[config.mk]
export PLATFORM = sky130hd
export DESIGN_NAME = pipeline_ctrl
export DESIGN_NICKNAME = d
export VERILOG_FILES = /design/src/rtl/pipeline_ctrl.sv
export SDC_FILE = /design/constraint.sdc
export NUM_CORES = 1
export LEC_CHECK = 0
export CAP_MARGIN = 20
export CORE_MARGIN = 3
export CORE_UTILIZATION = 37
export DETAILED_ROUTE_END_ITERATION = 10
export HOLD_SLACK_MARGIN = 0.08
export PLACE_DENSITY_LB_ADDON = 0.25
export SLEW_MARGIN = 0
export SYNTH_ARGS = -nofsm -noshare
export SYNTH_HDL_FRONTEND = slang
export SYNTH_SLANG_ARGS = --single-unit
[constraint.sdc]
create_clock -name clk -period 2.4 [get_ports clk]
set_clock_uncertainty 0.2 [all_clocks]
set_input_delay 0.36 -clock clk [delete_from_list [all_inputs] [get_ports clk]]
set_output_delay 0.36 -clock clk [all_outputs]
set_load 0.03 [all_outputs]
[src/rtl/pipeline_ctrl.sv]
// Central stall/flush/freeze sequencer for the 4-stage IF/ID/EX/WB pipeline.
// Optional stall counter output enabled by defining PIPELINE_CTRL_STALL_CNT_EN.
module pipeline_ctrl #(
  parameter logic [4:0] MUL_OPC    = 5'h03,
  parameter logic [4:0] HLT_OPC    = 5'h1F,
  parameter int unsigned MUL_CYCLES = 4
) (
  input  logic       clk,
  input  logic       rst,
  input  logic [4:0] id_opcode,
  input  logic [2:0] id_rs1,
  input  logic [2:0] id_rs2,
  input  logic       id_use_rs1,
  input  logic       id_use_rs2,
  input  logic [4:0] ex_opcode,
  input  logic [2:0] ex_rd,
  input  logic       ex_wr_rd,
  input  logic [4:0] wb_opcode,
  input  logic       branch_taken,
  input  logic       resume,
  output logic       pc_en,
  output logic       pc_sel,
  output logic       if_id_en,
  output logic       if_id_flush,
  output logic       id_ex_en,
  output logic       id_ex_flush,
  output logic       ex_wb_en,
  output logic       halted
`ifdef PIPELINE_CTRL_STALL_CNT_EN
  ,
  output logic [15:0] stall_cnt
`endif
);

  typedef enum logic [1:0] {
    RUN  = 2'd0,
    MULW = 2'd1,
    HALT = 2'd2
  } state_t;

  localparam logic [3:0] MCNT_LOAD = 4'(MUL_CYCLES - 2);

  state_t     state, state_nx;
  logic [3:0] mcnt, mcnt_nx;
  logic       halt_mask, halt_mask_nx;
  logic       raw_hz;

  // The ID opcode carries no control decision here; the hazard check uses register fields only.
  logic unused_inputs;
  assign unused_inputs = ^id_opcode;

  assign raw_hz = ex_wr_rd & ((id_use_rs1 & (id_rs1 == ex_rd)) |
                              (id_use_rs2 & (id_rs2 == ex_rd)));

  always_ff @(posedge clk or negedge rst) begin
    if (!rst) begin
      state     <= RUN;
      mcnt      <= 4'd0;
      halt_mask <= 1'b0;
    end else begin
      state     <= state_nx;
      mcnt      <= mcnt_nx;
      halt_mask <= halt_mask_nx;
    end
  end

  always_comb begin
    state_nx     = state;
    mcnt_nx      = mcnt;
    halt_mask_nx = halt_mask;
    pc_en        = 1'b0;
    pc_sel       = 1'b0;
    if_id_en     = 1'b0;
    if_id_flush  = 1'b0;
    id_ex_en     = 1'b0;
    id_ex_flush  = 1'b0;
    ex_wb_en     = 1'b0;
    halted       = 1'b0;
    if (rst) begin
      case (state)
        RUN: begin
          halt_mask_nx = 1'b0;
          // The HLT that caused the last park is still in EX/WB right after resume.
          if ((wb_opcode == HLT_OPC) && !halt_mask) begin
            state_nx = HALT;
          end else if (ex_opcode == MUL_OPC) begin
            mcnt_nx  = MCNT_LOAD;
            state_nx = MULW;
          end else if (branch_taken) begin
            pc_en       = 1'b1;
            pc_sel      = 1'b1;
            if_id_en    = 1'b1;
            if_id_flush = 1'b1;
            id_ex_en    = 1'b1;
            id_ex_flush = 1'b1;
            ex_wb_en    = 1'b1;
          end else if (raw_hz) begin
            id_ex_en    = 1'b1;
            id_ex_flush = 1'b1;
            ex_wb_en    = 1'b1;
          end else begin
            pc_en    = 1'b1;
            if_id_en = 1'b1;
            id_ex_en = 1'b1;
            ex_wb_en = 1'b1;
          end
        end
        MULW: begin
          if (mcnt != 4'd0) begin
            mcnt_nx = mcnt - 4'd1;
          end else begin
            pc_en    = 1'b1;
            if_id_en = 1'b1;
            id_ex_en = 1'b1;
            ex_wb_en = 1'b1;
            state_nx = RUN;
          end
        end
        HALT: begin
          halted = 1'b1;
          if (resume) begin
            state_nx     = RUN;
            halt_mask_nx = 1'b1;
          end
        end
        default: state_nx = RUN;
      endcase
    end
  end

`ifdef PIPELINE_CTRL_STALL_CNT_EN
  always_ff @(posedge clk or negedge rst) begin
    if (!rst) begin
      stall_cnt <= 16'd0;
    end else if (!pc_en && (state != HALT) && (stall_cnt != 16'hFFFF)) begin
      stall_cnt <= stall_cnt + 16'd1;
    end
  end
`endif

endmodule

==> key figures, run 1 <==
Outcome
  – Status: complete, no violations

Timing
  – Final setup margin: 0.08873 ns
  – Minimum clock period: 2.311 ns
  – Worst slew margin: 0.6667
  – Worst-Margin Slew: 0.4999 ns
  – Fin crit share: 0.9630
  – RSZ-0062 raised after global routing: no
  – Endpoints failing setup: 0
  – FMAX: 0.4327 GHz
  – Setup_tns: 0 ns
  – Max Transition Viols Final: 0
  – Final hold violations: 0

Critical path
  – R2R setup slack: 0.61 ns
  – Crit-path max cell delay: 0.47 ns
  – Critical path depth in cells: 6
  – Slowest stage cell, crit path: clkdlybuf4s50_1
  – Worst R2R Path Depth: 7
  – Crit Path Category: in -> out
  – Crit Path Max Fanout: 4
  – Family with the most delay on the worst path: simple AND/OR/NAND/NOR gates
  – Worst r2r dst: mcnt[2]
  – CP startpoint kind: primary input
  – Crit path cell chain: clkdlybuf4s50_1 -> nand4_1 -> nor3b_4 -> nor4_4 -> or2_4 -> buf_4
  – Reg-to-reg startpoint: mcnt[0]
  – Critical path endpoint category: output port
  – Critical Path RT: 1.84 ns
  – CP bufs+invs: 2
  – Crit path DAT: 1.75 ns

Floorplanning
  – Die H: 48.50 um
  – Initial core utilization: 0.4192
  – Die X: 48.50 um
  – Die Area: 0.002352 sq mm
  – Rows: 14
  – Io pins: 39
  – Core box area: 0.001594 sq mm

Route
  – Vias: 683
  – Routed Antenna Nets: 0
  – Avg WL per Cell: 13.35 um
  – DR iter-0 viols: 9
  – Final WL: 1789 um
  – First-pass DRT Iterations: 4
  – Drt via density: 5.097
  – DRC: 0

GRT
  – Antenna violations before repair: 0
  – GRT Overall Usage: 0.1580
  – Vias in the first global route: 674
  – First-pass GRT wire length: 2980 um
  – Overflow after GRT: 0
  – Largest net degree at the start of global routing: 16

Yosys
  – Ys Warns: 0
  – Post-synthesis sequential area ratio: 0.2622
  – Syn_area_per_cell: 9.153 sq um
  – Share of the synthesized area in the top cell type: 0.2622
  – Cell Area, Synth: 668.1 sq um
  – Synth area leaders: dfrtp_1 (26%), xnor2_1 (7.9%), nor4_4 (6.4%)
  – Cells after synthesis: 73
  – Yosys cell types: 33
  – Yosys top cell by area: dfrtp_1
  – Syn_nets: 106
  – Yosys reg bits: 7

Layout
  – Register area: 175.2 sq um
  – # diodes: 0
  – Share of layout cells above drive strength 1: 0.2636
  – Layout area overhead: 57.49%
  – Multi-input logic area: 449.2 sq um
  – Most common cell after layout, fill and taps aside: clkdlybuf4s50_1
  – Most frequent cells in the layout: clkdlybuf4s50_1 (25), buf_4 (13), dfrtp_1 (7)
  – Layout fillers: 130
  – Final net count: 144

Clock tree
  – CTS H-Tree Depth: 1
  – Total CTS buffers: 3
  – CTS sink count: 7
  – Clk slew on worst S/H paths: 0.06 ns
  – Hold_buf cts: 0
  – Maximum clock path buffer count: 2
  – Clock Latency Late Sink: 0.26 ns
  – CTS tree: done
  – Root Driver: clkbuf_4

Placement
  – Routability cong.: 0.7498
  – Hpwl dp: 1445 um
  – PortBufs: 33
  – Place WS: 0.01075 ns

Pwr
  – Cell Pwr Density: 743.8 mW/mm^2
  – Leak pwr: 0.4479 nW
  – Worst vdd ir: 606.1 uV

Flow run
  – Max cap viols: 0

Worst hold path
  – Worst min path class: in -> async
-- layer usage --
layer / up-vias / track usage / part of all wire
met1: 318 / 0.1816 / 0.40
met4: 0 / 0 / 0
met2: 27 / 0.2775 / 0.51
met5: - / 0 / 0
li1: 338 / - / -
met3: 0 / 0.08282 / 0.096
-- final cells by class --
class,count,share of cell area
multi-input cells,55,0.4269
repair buffers,38,0.3306
flip-flops and latches,7,0.1665
well taps,24,0.02854
clock buffers,3,0.02140
inverters,6,0.02140
clock inverters,1,0.004756
-- power breakdown --
part	switching [mW]	leakage [nW]	total (mW)	internal, mW
clock	0.0480	0.0177	0.109	0.0611
sequential	0.0851	0.0819	0.246	0.161
combinational	0.217	0.348	0.427	0.211
-- per-stage QoR --
stage	power [mW]	instances	hold WS [ns]	instance area (sq um)	utilization
after floorplan	0.5456	73	-0.1356	674.4	-
after global placement	0.6493	129	0.3093	1003	0.6295
after detailed placement	0.6624	129	0.3450	1003	0.6295
after CTS	0.7755	133	0.2703	1031	0.6468
after global routing	0.8424	134	0.2875	1052	0.6601
final	0.7827	134	0.2760	1052	0.6601
-- kinds of logic (layout without fill, tap and decap cells) --
kind of cell / Yosys count / count (layout) / share of synthesized area
XOR/XNOR: 6 / 6 / 0.07865
adder cells (fa/ha/maj): 2 / 2 / 0.03745
buffers and inverters: 11 / 48 / 0.09550
AO/OA/AOI/OAI: 18 / 18 / 0.1910
AND/OR/NAND/NOR: 29 / 29 / 0.3352
flip-flops: 7 / 7 / 0.2622
-- state kept, by name (all words and copies together), names as in the netlist --
signal     count
state          2
mcnt           4
halt_mask      1
-- how the worst max path moves through the flow --
| stage | start | to | slack, ns |
|---|---|---|---|
| after floorplan | mcnt[0] | pc_en | 0.11 |
| after global placement | wb_opcode[3] | ex_wb_en | 0.04 |
| after detailed placement | wb_opcode[2] | id_ex_en | 0.01 |
| after CTS | wb_opcode[2] | id_ex_en | 0.0006 |
| after global routing | rst | if_id_en | 0.02 |
| final | wb_opcode[0] | id_ex_en | 0.09 |
-- what timing repair did --
action | in CTS | in global routing
endpoints found under the hold margin | 0 | 0
setup buffers | 0 | 1
setup endpoints to repair | 0 | 4
resized for setup | 0 | 5
-- cells in the mapped netlist, drive strengths merged --
master   instances
o21ai            5
xnor2            6
dfrtp            7
and2             3
o311a            1
or2              1
inv              6
or4              1
a2bb2oi          2
nor4             2
nor2             3
a22o             1
nor2b            2
nand2b           1
o311ai           3
nor4b            1
a21boi           1
and3             2
nand4            3
o22ai            1
buf              5
a31oi            3
nor3b            3
o21a             1
nor3             2
ha               2
nand2            5
(Power assumes the default switching activity.)
==> inputs of run 2 (changes only) <==
Settings changed: SLEW_MARGIN 0 to 5, TNS_END_PERCENT from default to 20.
==> results of run 2 <==
No change in the layout: final DEF, timing and power equal those of run 1.
==> inputs of run 3 (changes only) <==
Settings changed: HOLD_SLACK_MARGIN 0.08 to default, MAX_ROUTING_LAYER from default to met4.
==> results of run 3 <==
No change in the layout: final DEF, timing and power equal those of run 1.
Main changes from that run: final weighted congestion in routability-driven placement 0.7498 -> 0.7593; overall routing resource usage 0.1580 -> 0.1624
